$ cat src/rtl/pipe_pkg.sv
// Shared definitions for the inter-stage pipeline registers: occupancy state
// encoding and the control-bundle field layout (widths, offsets, pack/unpack).
package pipe_pkg;

  typedef enum logic [1:0] {
    EMPTY = 2'b00,
    ONE   = 2'b01,
    TWO   = 2'b11
  } stage_state_e;

  localparam int unsigned REGWR_W  = 1;
  localparam int unsigned MEMREG_W = 2;
  localparam int unsigned MEMWR_W  = 1;
  localparam int unsigned ALUCON_W = 5;
  localparam int unsigned ALUSRC_W = 1;
  localparam int unsigned REGDST_W = 2;

  localparam int unsigned CTRL_W = REGWR_W + MEMREG_W + MEMWR_W +
                                   ALUCON_W + ALUSRC_W + REGDST_W;

  // Offsets run LSB-up so regwr sits in the MSB of the flat bundle.
  localparam int unsigned REGDST_OFF = 0;
  localparam int unsigned ALUSRC_OFF = REGDST_OFF + REGDST_W;
  localparam int unsigned ALUCON_OFF = ALUSRC_OFF + ALUSRC_W;
  localparam int unsigned MEMWR_OFF  = ALUCON_OFF + ALUCON_W;
  localparam int unsigned MEMREG_OFF = MEMWR_OFF + MEMWR_W;
  localparam int unsigned REGWR_OFF  = MEMREG_OFF + MEMREG_W;

  typedef struct packed {
    logic [REGWR_W-1:0]  regwr;
    logic [MEMREG_W-1:0] memreg;
    logic [MEMWR_W-1:0]  memwr;
    logic [ALUCON_W-1:0] alucon;
    logic [ALUSRC_W-1:0] alusrc;
    logic [REGDST_W-1:0] regdst;
  } ctrl_bundle_t;

  function automatic logic [CTRL_W-1:0] pack_ctrl(input ctrl_bundle_t b);
    logic [CTRL_W-1:0] flat;
    flat = '0;
    flat[REGWR_OFF  +: REGWR_W]  = b.regwr;
    flat[MEMREG_OFF +: MEMREG_W] = b.memreg;
    flat[MEMWR_OFF  +: MEMWR_W]  = b.memwr;
    flat[ALUCON_OFF +: ALUCON_W] = b.alucon;
    flat[ALUSRC_OFF +: ALUSRC_W] = b.alusrc;
    flat[REGDST_OFF +: REGDST_W] = b.regdst;
    return flat;
  endfunction

  function automatic ctrl_bundle_t unpack_ctrl(input logic [CTRL_W-1:0] flat);
    ctrl_bundle_t b;
    b.regwr  = flat[REGWR_OFF  +: REGWR_W];
    b.memreg = flat[MEMREG_OFF +: MEMREG_W];
    b.memwr  = flat[MEMWR_OFF  +: MEMWR_W];
    b.alucon = flat[ALUCON_OFF +: ALUCON_W];
    b.alusrc = flat[ALUSRC_OFF +: ALUSRC_W];
    b.regdst = flat[REGDST_OFF +: REGDST_W];
    return b;
  endfunction

endpackage

$ cat src/rtl/pipe_sat_counter.sv
// Saturating up-counter with synchronous clear; holds at all-ones.
module pipe_sat_counter #(
  parameter int unsigned W = 32
) (
  input  logic         clk,
  input  logic         clr,
  input  logic         inc,
  output logic [W-1:0] count
);

  always_ff @(posedge clk) begin
    if (clr) begin
      count <= '0;
    end else if (inc && (count != '1)) begin
      count <= count + 1'b1;
    end
  end

endmodule

$ cat src/rtl/pipe_stage_reg.sv
// Pipeline stage register with valid/ready handshake, 2-entry skid buffer and
// synchronous FLUSH. Define PIPE_STAGE_PERF_EN to add stall/bubble/flush counters.
module pipe_stage_reg
  import pipe_pkg::*;
#(
  parameter int unsigned WIDTH       = CTRL_W,
  parameter bit          ZERO_BUBBLE = 1'b1
) (
  input  logic             CLK,
  input  logic             CLR,
  input  logic             FLUSH,
  input  logic             in_valid,
  output logic             in_ready,
  input  logic [WIDTH-1:0] in_data,
  output logic             out_valid,
  input  logic             out_ready,
  output logic [WIDTH-1:0] out_data
`ifdef PIPE_STAGE_PERF_EN
  ,
  output logic [31:0]      stall_cnt,
  output logic [31:0]      bubble_cnt,
  output logic [15:0]      flush_cnt
`endif
);

  stage_state_e     state, state_nxt;
  logic [WIDTH-1:0] main_data, main_nxt;
  logic [WIDTH-1:0] skid_data, skid_nxt;
  logic             accept;
  logic             fire;

  // Ready is a pure decode of the state flop: no path from out_ready.
  assign in_ready  = (state != TWO);
  assign out_valid = (state != EMPTY);
  assign accept    = in_valid & in_ready & ~FLUSH;
  assign fire      = out_valid & out_ready;

  always_comb begin
    state_nxt = state;
    main_nxt  = main_data;
    skid_nxt  = skid_data;
    unique case (state)
      EMPTY: begin
        if (accept) begin
          state_nxt = ONE;
          main_nxt  = in_data;
        end
      end
      ONE: begin
        if (accept && fire) begin
          main_nxt = in_data;
        end else if (accept) begin
          state_nxt = TWO;
          skid_nxt  = in_data;
        end else if (fire) begin
          state_nxt = EMPTY;
        end
      end
      TWO: begin
        if (fire) begin
          state_nxt = ONE;
          main_nxt  = skid_data;
        end
      end
      default: state_nxt = EMPTY;
    endcase
    if (FLUSH) begin
      state_nxt = EMPTY;
      main_nxt  = '0;
      skid_nxt  = '0;
    end
  end

  always_ff @(posedge CLK) begin
    if (CLR) begin
      state     <= EMPTY;
      main_data <= '0;
      skid_data <= '0;
    end else begin
      state     <= state_nxt;
      main_data <= main_nxt;
      skid_data <= skid_nxt;
    end
  end

  generate
    if (ZERO_BUBBLE) begin : g_zero_bubble
      assign out_data = out_valid ? main_data : '0;
    end else begin : g_hold_bubble
      assign out_data = main_data;
    end
  endgenerate

`ifdef PIPE_STAGE_PERF_EN
  // A valid skid entry implies a valid main entry, so out_valid covers "any entry".
  pipe_sat_counter #(.W(32)) u_stall_cnt (
    .clk   (CLK),
    .clr   (CLR),
    .inc   (out_valid & ~out_ready),
    .count (stall_cnt)
  );

  pipe_sat_counter #(.W(32)) u_bubble_cnt (
    .clk   (CLK),
    .clr   (CLR),
    .inc   (~out_valid),
    .count (bubble_cnt)
  );

  pipe_sat_counter #(.W(16)) u_flush_cnt (
    .clk   (CLK),
    .clr   (CLR),
    .inc   (FLUSH & out_valid),
    .count (flush_cnt)
  );
`endif

endmodule
$ cat config.mk
export PLATFORM = sky130hd
export DESIGN_NAME = pipe_stage_reg
export DESIGN_NICKNAME = d
export VERILOG_FILES = /design/src/rtl/pipe_pkg.sv /design/src/rtl/pipe_sat_counter.sv /design/src/rtl/pipe_stage_reg.sv
export SDC_FILE = /design/constraint.sdc
export NUM_CORES = 1
export LEC_CHECK = 0
export ABC_AREA = 1
export BUFFER_PORTS_ARGS = -buffer_cell sky130_fd_sc_hd__buf_2
export CAP_MARGIN = 15
export CORE_MARGIN = 8
export CORE_UTILIZATION = 25
export DETAILED_ROUTE_END_ITERATION = 10
export PLACE_DENSITY_LB_ADDON = 0.2
export SLEW_MARGIN = 15
export SYNTH_ARGS = -nofsm -noshare
export SYNTH_HDL_FRONTEND = slang
export SYNTH_SLANG_ARGS = --single-unit
$ cat constraint.sdc
create_clock -name CLK -period 2.75 [get_ports CLK]
set_input_delay 0.4125 -clock CLK [delete_from_list [all_inputs] [get_ports CLK]]
set_output_delay 0.4125 -clock CLK [all_outputs]
set_load 0.02 [all_outputs]
==> results of run 1 <==
## tightest hold or removal path: stages
cell and delay (ns):
buf_2 0.08, nor2_1 0.04, nor2_1 0.09
## metrics by stage
stage	setup slack, ns	util (%)	instance area (sq um)
2_1_floorplan	1.16	-	1420
3_3_place_gp	0.725	29.0	1600
3_5_place_dp	0.665	29.0	1600
4_1_cts	0.648	29.8	1640
5_1_grt	0.450	29.8	1640
6_report	0.696	29.8	1640
## flip-flops by register name, indices dropped and copies added, names as in the netlist
register / count
main_data: 12
skid_data: 12
state: 2
## kinds of logic after synthesis
group | share of synthesized area, %
buf+inv | 11.4
simple gates | 33.5
fa+ha+maj | 3.53
flops | 36.7
mux | 8.48
compound gates | 6.36
## cell usage in the layout, fill, tap and decap left out
cell	n
inv_2	1
a21oi_2	1
dfxtp_1	26
nor2_4	2
o21ai_1	10
clkinv_4	1
a21boi_2	1
nand2_2	3
buf_2	30
ha_1	4
clkbuf_8	3
o21ai_0	3
nand3b_4	1
mux2i_1	12
nor2_2	11
nand2_1	32
buf_4	2
nor3_4	1
nand3_1	1
inv_1	20
nor2_1	54
a21oi_1	1
## path summary, 6_finish.rpt
kind                              startpoint            to  slack (ns)  depth (start not counted)
worst max-delay path                state[0]  main_data[1]        0.70                          8
worst min-delay path              in_data[0]  skid_data[0]        0.39                          3
worst max register to register      state[0]  main_data[1]        0.70                          8
worst min register to register  main_data[3]  main_data[3]        0.49                          2
## power breakdown
group / internal (mW) / switching, mW / leakage, nW
clock: 0.0980 / 0.112 / 0.0216
sequential: 0.387 / 0.00535 / 0.211
combinational: 0.0380 / 0.0659 / 0.468
total: 0.523 / 0.183 / 0.700
## final cells by class
class                           instances  area (sq um)
Fill cell                             621          3870
Multi-Input combinational cell        137           734
Sequential cell                        26           520
Timing Repair Buffer                   32           165
Tap cell                               72          90.1
Inverter                               22          87.6
Clock buffer                            3          41.3
## metal layers
| metal | part of all wire, % | GRT usage (%) | vias up |
|---|---|---|---|
| met5 | 0 | 0 | - |
| met3 | 4.6 | 2.63 | 2 |
| met2 | 45 | 12.3 | 19 |
| met1 | 49 | 9.81 | 493 |
| met4 | 0.96 | 2.46 | 0 |
| li1 | - | - | 637 |
==> reports/qor.yml, run 1 <==
synth_ff_type: "dfxtp_1"
hold_viol: 0
grt_max_degree: 27
clkTransAtPathRegs_ns: 0.08
route.detailed.drc: 0
cp.arrival_ns: 2.22
gp_congestion: 0.687
p_total_mw: 0.706
ys_seq_area_share_pct: 36.7
nNetsFinal: 243
netlist_area_sq_um: 1420
num_antenna_cells: 0
yosysTopAreaCellShare_pct: 36.7
dieArea_sq_um: 8330
htreeDepth: 1
dp_hpwl_microns: 2270
place_inst: 289
finalMaxSlewViolations: 0
ys_top_cells_by_count: "54 x nor2_1, 32 x nand2_1, 26 x dfxtp_1, 20 x inv_1, 12 x mux2i_1"
worst_hold_slack_ns: 0.387
ys_ff_latch: 26
crit_fanout: 24
synth_most_common_cell: "nor2_1"
grt_pass1_vias: 1094
crit_path_frequent_cell: "nand2_1"
vdd_drop_max_mv: 0.169
via_per_inst: 3.94
dieWidth_microns: 91.3
wl_per_cell_microns: 10.7
p_per_area_nw_per_um2: 431
rsz0062_at_grt: "false"
cp_top_family: "simple AND/OR/NAND/NOR gates"
fin_worst_skew_ns: 0.00298
syn_inst: 194
clk_latency_ns: 0.27
fin_crit_ns: 2.05
hold_buffers: 0
synth-async-reset-ratio_pct: 0
setup_violations: 0
cp-start-kind: "flip-flop"
timing.setup.tns_ns: 0
routed_wl_microns: 3130
vias: 1151
end_kind: "flip-flop"
required_ns: 2.92
cts_tree: "yes"
synth_top_cell_by_area: "dfxtp_1"
synth-warning-count: 0
crit_chain: "inv_1, ha_1, nor2_2, a21boi_2, nor2_4, nand2_1, nand2_1, nor2_1"
ys_types: 22
rows: 27
grt_usage_pct: 7.81
ioPinCount: 31
dr.pass1.iters: 4
start_util_pct: 25.7
cts_buffers: 3
clock-root-buffer: "clkbuf_8"
grt_pass1_wl_microns: 5380
crit_slowest_cell: "nor2_4"
cts_setup_buffers: 0
drtIter0Drc: 64
tightest_slew_ns: 0.544
hold_path.class: "in -> reg"
max_slew_margin_pct: 63.6
fp.dieH_microns: 91.3
synth-edff-count: 0
crit_buf_inv: 1
port_buffers: 30
clockBufferDepth: 2
synth_area_leaders: "dfxtp_1 37%, nor2_1 14%, mux2i_1 8.5%"
final_cells: 292
max_clock_freq_mhz: 487
fin_crit_sh_pct: 74.7
cts_resized: 0
coreArea_sq_um: 5510
p_leak_nw: 0.700
cts.sinks: 26
outcome: "completed"
grt-ovfl-total: 0
syn_avg_cell_area_sq_um: 7.30
drive_gt1_share_pct: 25.9
area_growth_pct: 15.7
worstSetupPathType: "reg -> reg"
maxCapViolations: 0
antenna_found_initial: 0
ant_nets: 0
syn-num-nets: 215
critPathMaxStageDelay_ns: 0.44
Note: power is estimated with default switching activity, not from simulation.
==> run 2: changes to the inputs <==
clock period = 2 ns   (was 2.75 ns; I/O delays follow)
==> run 2 against run 1 <==
Total power up 59%. Combinational power up 43%. Flip-flop and latch count unchanged. Hold slack worse by 0.12 ns. Routed wire length up 1.6%. Sequential share of layout area down 1.1 points. Sequential power up 37%. Global-route usage up 0.10 points. Design area up 3.7%. Clock skew about the same. Critical path depth down 3. Clock power up 110%.
==> reports/qor.yml, run 2 (synthesis results as in run 1) <==
cp-start-kind: "flip-flop"  # unchanged
crit_fanout: 12  # was 24
vdd_drop_max_mv: 0.271  # was 0.169 mV
start_util_pct: 25.7  # unchanged
timing.setup.tns_ns: 0  # unchanged
port_buffers: 30  # unchanged
hold_path.class: "in -> reg"  # unchanged
r2r-start: "state[0]"  # unchanged
reg2reg_setup_slack_ns: 0.33  # was 0.70 ns
drive_gt1_share_pct: 27.6  # was 25.9%
cts_tree: "yes"  # unchanged
dieWidth_microns: 91.3  # unchanged
fin_worst_skew_ns: 0.00285  # was 0.00298 ns
grt-ovfl-total: 0  # unchanged
holdPathEnd: "skid_data[1]"  # was skid_data[0]
area_growth_pct: 20.0  # was 15.7%
critPathMaxStageDelay_ns: 0.37  # was 0.44 ns
p_leak_nw: 0.735  # was 0.700 nW
ioPinCount: 31  # unchanged
ant_nets: 0  # unchanged
grt_pass1_vias: 1225  # was 1094
dr.pass1.iters: 4  # unchanged
pre_cts_slack_ns: 0.306  # was 0.665 ns
maxCapViolations: 0  # unchanged
grt_max_degree: 27  # unchanged
worstSetupPathType: "reg -> out"  # was reg -> reg
ff2ff_path_depth: 11  # was 8
routed_wl_microns: 3180  # was 3130 microns
rsz0062_at_grt: "false"  # unchanged
drtIter0Drc: 46  # was 64
htreeDepth: 1  # unchanged
crit_chain: "inv_1, ha_1, buf_4, nor2_1, buf_2"  # was inv_1, ha_1, nor2_2, a21boi_2, nor2_4, nand2_1, nand2_1, nor2_1
wl_per_cell_microns: 10.7  # about the same
cts_buffers: 3  # unchanged
p_per_area_nw_per_um2: 661  # was 431 nW/um^2
cp_top_family: "buffers and inverters"  # was simple AND/OR/NAND/NOR gates
rows: 27  # unchanged
dp_hpwl_microns: 2400  # was 2270 microns
end_kind: "output port"  # was flip-flop
p_total_mw: 1.12  # was 0.706 mW
final_cell_mix: "54 x nor2_1, 32 x nand2_1, 30 x buf_2"  # unchanged
layout_setup_ws_ns: 0.275  # was 0.696 ns
clock-root-buffer: "clkbuf_8"  # unchanged
via_per_inst: 3.96  # was 3.94
crit_buf_inv: 3  # was 1
fill_cells: 623  # was 621
tightest_slew_ns: 0.316  # was 0.544 ns
clkTransAtPathRegs_ns: 0.09  # was 0.08 ns
hold_buffers: 0  # unchanged
largestRegisters: "main_data: 12 flops, skid_data: 12 flops, state: 2 flops"  # unchanged
cts.sinks: 26  # unchanged
crit_slowest_cell: "dfxtp_1"  # was nor2_4
outcome: "completed"  # unchanged
grt_pass1_wl_microns: 5520  # was 5380 microns
coreArea_sq_um: 5510  # unchanged
antenna_found_initial: 0  # unchanged
required_ns: 1.70  # was 2.92 ns
fin_crit_sh_pct: 86.2
cts_setup_buffers: 0  # unchanged
hold_start: "in_data[1]"  # was in_data[0]
r2r_end: "main_data[0]"  # was main_data[1]
setup_violations: 0  # unchanged
gp_congestion: 0.744  # was 0.687
dieArea_sq_um: 8330  # unchanged
finalMaxSlewViolations: 0  # unchanged
max_clock_freq_mhz: 580
cts_resized: 0  # unchanged
vias: 1175  # was 1151
hold_viol: 0  # unchanged
clk_latency_ns: 0.27  # about the same
max_slew_margin_pct: 78.9  # was 63.6%
route.detailed.drc: 0  # unchanged
hold_depth: 3  # unchanged
clockBufferDepth: 2  # unchanged
fp.dieH_microns: 91.3  # unchanged
num_antenna_cells: 0  # unchanged
nNetsFinal: 247  # was 243
cp.arrival_ns: 1.42  # was 2.22 ns
place_inst: 293  # was 289
layout_commonest_cell: "nor2_1"  # unchanged
fin_crit_ns: 1.72
grt_usage_pct: 7.91  # was 7.81%
final_cells: 297  # was 292
==> run 2: layer usage <==
layer	global-route usage (%)	part of all wire, %	vias to the layer above
met5	0	0	-
met4	3.27	0.88	0
met3	1.81	3.6	2
met2	14.3	49	13
met1	8.70	47	513
li1	-	-	647
==> run 2: worst max path at each step <==
stage | slack, ns | endpoint | start | cells after the start
final | 0.28 | out_data[4] | state[0] | 5
after global routing | 0.10 | main_data[0] | state[1] | 10
after CTS | 0.25 | out_data[4] | state[0] | 5
after detailed placement | 0.31 | main_data[0] | state[0] | 11
after global placement | 0.31 | main_data[0] | state[0] | 11
after floorplan | 0.41 | main_data[0] | state[0] | 11
==> run 2: worst register-to-register path: stages (launching register included) <==
cell and delay (ns):
dfxtp_1 0.37, inv_1 0.09, ha_1 0.24, inv_1 0.07, o21ai_1 0.06, nand2_1 0.10, nand2_2 0.07, nor2_4 0.09
buf_4 0.26, nand2_1 0.10, nand2_1 0.09, nor2_1 0.04
==> run 2: through the flow <==
stage / hold WS (ns) / util (%) / cell area (sq um)
after detailed placement: 0.473 / 29.6 / 1630
final: 0.264 / 30.9 / 1700
after floorplan: 0.428 / - / 1420
after global routing: 0.271 / 30.9 / 1700
after CTS: 0.265 / 30.9 / 1700
after global placement: 0.464 / 29.6 / 1630
==> run 2: cell type report <==
type	count	area [sq um]	area share, %
Clock inverter	1	30.0	1.77
Timing Repair Buffer	36	195	11.5
Inverter	22	87.6	5.15
Multi-Input combinational cell	137	734	43.2
Clock buffer	3	41.3	2.43
Tap cell	72	90.1	5.30
Sequential cell	26	520	30.6
==> run 2: report_power, final <==
part | switching (mW) | internal, mW | total, mW
sequential | 0.00737 | 0.533 | 0.540
combinational | 0.0921 | 0.0569 | 0.149
clock | 0.166 | 0.268 | 0.434
==> run 3: changes to the inputs <==
CORE_UTILIZATION = 50   (was 25)
CTS_CLUSTER_DIAMETER = 40   (was not set)
==> run 3 against run 2 <==
Hold slack got worse by 0.042 ns. Routed wire length fell by 14%. Clock power fell by 41%. Critical path type is now reg -> reg. Cell count fell by 14%. Register-to-register slack got worse by 0.12 ns. Clock-buffer cell count rose by 1. Total power fell by 16%. Worst setup slack got worse by 0.067 ns. Core utilization rose by 28 points.
==> reports/qor.yml, run 3 (synthesis results as in run 1) <==
outcome: "completed"  # unchanged
cts_buffers: 3  # unchanged
fp.dieH_microns: 69.2  # was 91.3 microns
tightest_slew_ns: 0.471  # was 0.316 ns
start_util_pct: 51.8  # was 25.7%
worstSetupPathType: "reg -> reg"  # was reg -> out
layout_setup_ws_ns: 0.209  # was 0.275 ns
vdd_drop_max_mv: 0.432  # was 0.271 mV
dieWidth_microns: 69.2  # was 91.3 microns
fill_cells: 259  # was 623
hold_depth: 3  # unchanged
drive_gt1_share_pct: 27.2  # was 27.6%
reg2reg_setup_slack_ns: 0.21  # was 0.33 ns
grtUsageMet1_pct: 14.6  # was 8.70%
cts_tree: "yes"  # unchanged
hold_path.class: "in -> reg"  # unchanged
cp.arrival_ns: 2.01  # was 1.42 ns
htreeDepth: 1  # unchanged
grt-ovfl-total: 0  # unchanged
grt_max_degree: 25  # was 27
grt_pass1_wl_microns: 4830  # was 5520 microns
ff2ff_path_depth: 8  # was 11
place_inst: 251  # was 293
dr.pass1.iters: 4  # unchanged
hold_start: "in_data[0]"  # was in_data[1]
pre_cts_slack_ns: 0.225  # was 0.306 ns
via_per_inst: 4.70  # was 3.96
rows: 19  # was 27
grt_pass1_vias: 1128  # was 1225
rsz0062_at_grt: "false"  # unchanged
cts.sinks: 26  # unchanged
hold_viol: 0  # unchanged
cp-start-kind: "flip-flop"  # unchanged
route.detailed.drc: 0  # unchanged
cts_setup_buffers: 0  # unchanged
regArea_sq_um: 520  # unchanged
final_cells: 255  # was 297
required_ns: 2.22  # was 1.70 ns
layout_commonest_cell: "nor2_1"  # unchanged
grt_usage_pct: 11.3  # was 7.91%
clk_latency_ns: 0.31  # was 0.27 ns
vias: 1198  # was 1175
final_cell_mix: "54 x nor2_1, 32 x nand2_1, 30 x buf_2"  # unchanged
largestRegisters: "main_data: 12 flops, skid_data: 12 flops, state: 2 flops"  # unchanged
multi_input_area_sq_um: 734  # unchanged
gp_congestion: 0.864  # was 0.744
cts_resized: 0  # unchanged
r2r-start: "state[0]"  # unchanged
area_growth_pct: 13.3  # was 20.0%
max_clock_freq_mhz: 558  # was 580 MHz
holdPathEnd: "skid_data[0]"  # was skid_data[1]
wl_per_cell_microns: 10.8  # was 10.7 microns
fin_crit_sh_pct: 89.6  # was 86.2%
port_buffers: 30  # unchanged
routed_wl_microns: 2750  # was 3180 microns
clockBufferDepth: 2  # unchanged
fin_area_sq_um: 1610  # was 1700 sq um
hold_buffers: 0  # unchanged
antenna_found_initial: 0  # unchanged
drtIter0Drc: 40  # was 46
ioPinCount: 31  # unchanged
setup_violations: 0  # unchanged
nNetsFinal: 246  # was 247
timing.setup.tns_ns: 0  # unchanged
dp_hpwl_microns: 2250  # was 2400 microns
fin_crit_ns: 1.79  # was 1.72 ns
clkTransAtPathRegs_ns: 0.13  # was 0.09 ns
dieArea_sq_um: 4790  # was 8330 sq um
finalMaxSlewViolations: 0  # unchanged
busiest_layer: "met2"  # unchanged
p_leak_nw: 0.715  # was 0.735 nW
use_met2_pct: 18.1  # was 14.3%
max_slew_margin_pct: 68.5  # was 78.9%
crit_fanout: 24  # was 12
num_antenna_cells: 0  # unchanged
clock-root-buffer: "clkbuf_4"  # was clkbuf_8
postPlaceCellArea_sq_um: 1570  # was 1630 sq um
maxCapViolations: 0  # unchanged
p_per_area_nw_per_um2: 585  # was 661 nW/um^2
ant_nets: 0  # unchanged
end_kind: "flip-flop"  # was output port
coreArea_sq_um: 2730  # was 5510 sq um
r2r_end: "main_data[11]"  # was main_data[0]
startpoint: "state[0]"  # unchanged
grt_use_met3_pct: 3.43  # was 1.81%
fin_worst_skew_ns: 0.00151  # was 0.00285 ns
## run 3: cell types whose count changed in the layout (fill, tap and decap cells not counted)
cell	delta
bufinv_16	-1
clkbuf_8	-2
buf_4	-1
clkbuf_4	+3
## run 3: worst max-delay path, stage by stage, from the launching register on
cell and delay [ns]:
dfxtp_1 0.38, inv_1 0.09, ha_1 0.24, nor2_2 0.27, a21boi_2 0.12, nor2_4 0.38
nand2_1 0.11, nand2_1 0.08, nor2_1 0.04
## run 3: how the worst max path moves through the flow
stage               endpoint  slack [ns]  cells after the start
6_report       main_data[11]        0.21                      8
5_1_grt         main_data[0]        0.05                      8
4_1_cts        main_data[11]        0.20                      8
3_5_place_dp   main_data[11]        0.23                      8
3_3_place_gp   main_data[11]        0.31                      8
2_1_floorplan   main_data[0]        0.41                     11
## run 3: final cells by class
cell class | instances | area share (%)
repair buffers | 35 | 11.7
clock buffers | 4 | 2.26
flip-flops and latches | 26 | 32.4
inverters | 22 | 5.46
well taps | 31 | 2.42
multi-input cells | 137 | 45.8
## run 3: where the power goes
| group | switching (mW) | internal [mW] | leakage [nW] |
|---|---|---|---|
| sequential | 0.00762 | 0.533 | 0.211 |
| clock | 0.144 | 0.111 | 0.0210 |
| combinational | 0.0882 | 0.0540 | 0.483 |
| total | 0.240 | 0.698 | 0.715 |
## run 3: through the flow
stage / util, % / power, mW / hold WS [ns]
2_1_floorplan: - / 0.659 / 0.428
3_3_place_gp: 57.4 / 0.691 / 0.468
3_5_place_dp: 57.4 / 0.696 / 0.471
4_1_cts: 58.7 / 0.951 / 0.216
5_1_grt: 58.7 / 0.992 / 0.220
6_report: 58.7 / 0.938 / 0.222
## run 3: per-layer routing
layer | vias up | wire [microns]
met3 | 2 | 163
met1 | 522 | 1320
met5 | - | 0
met4 | 0 | 16
li1 | 648 | -
met2 | 26 | 1250
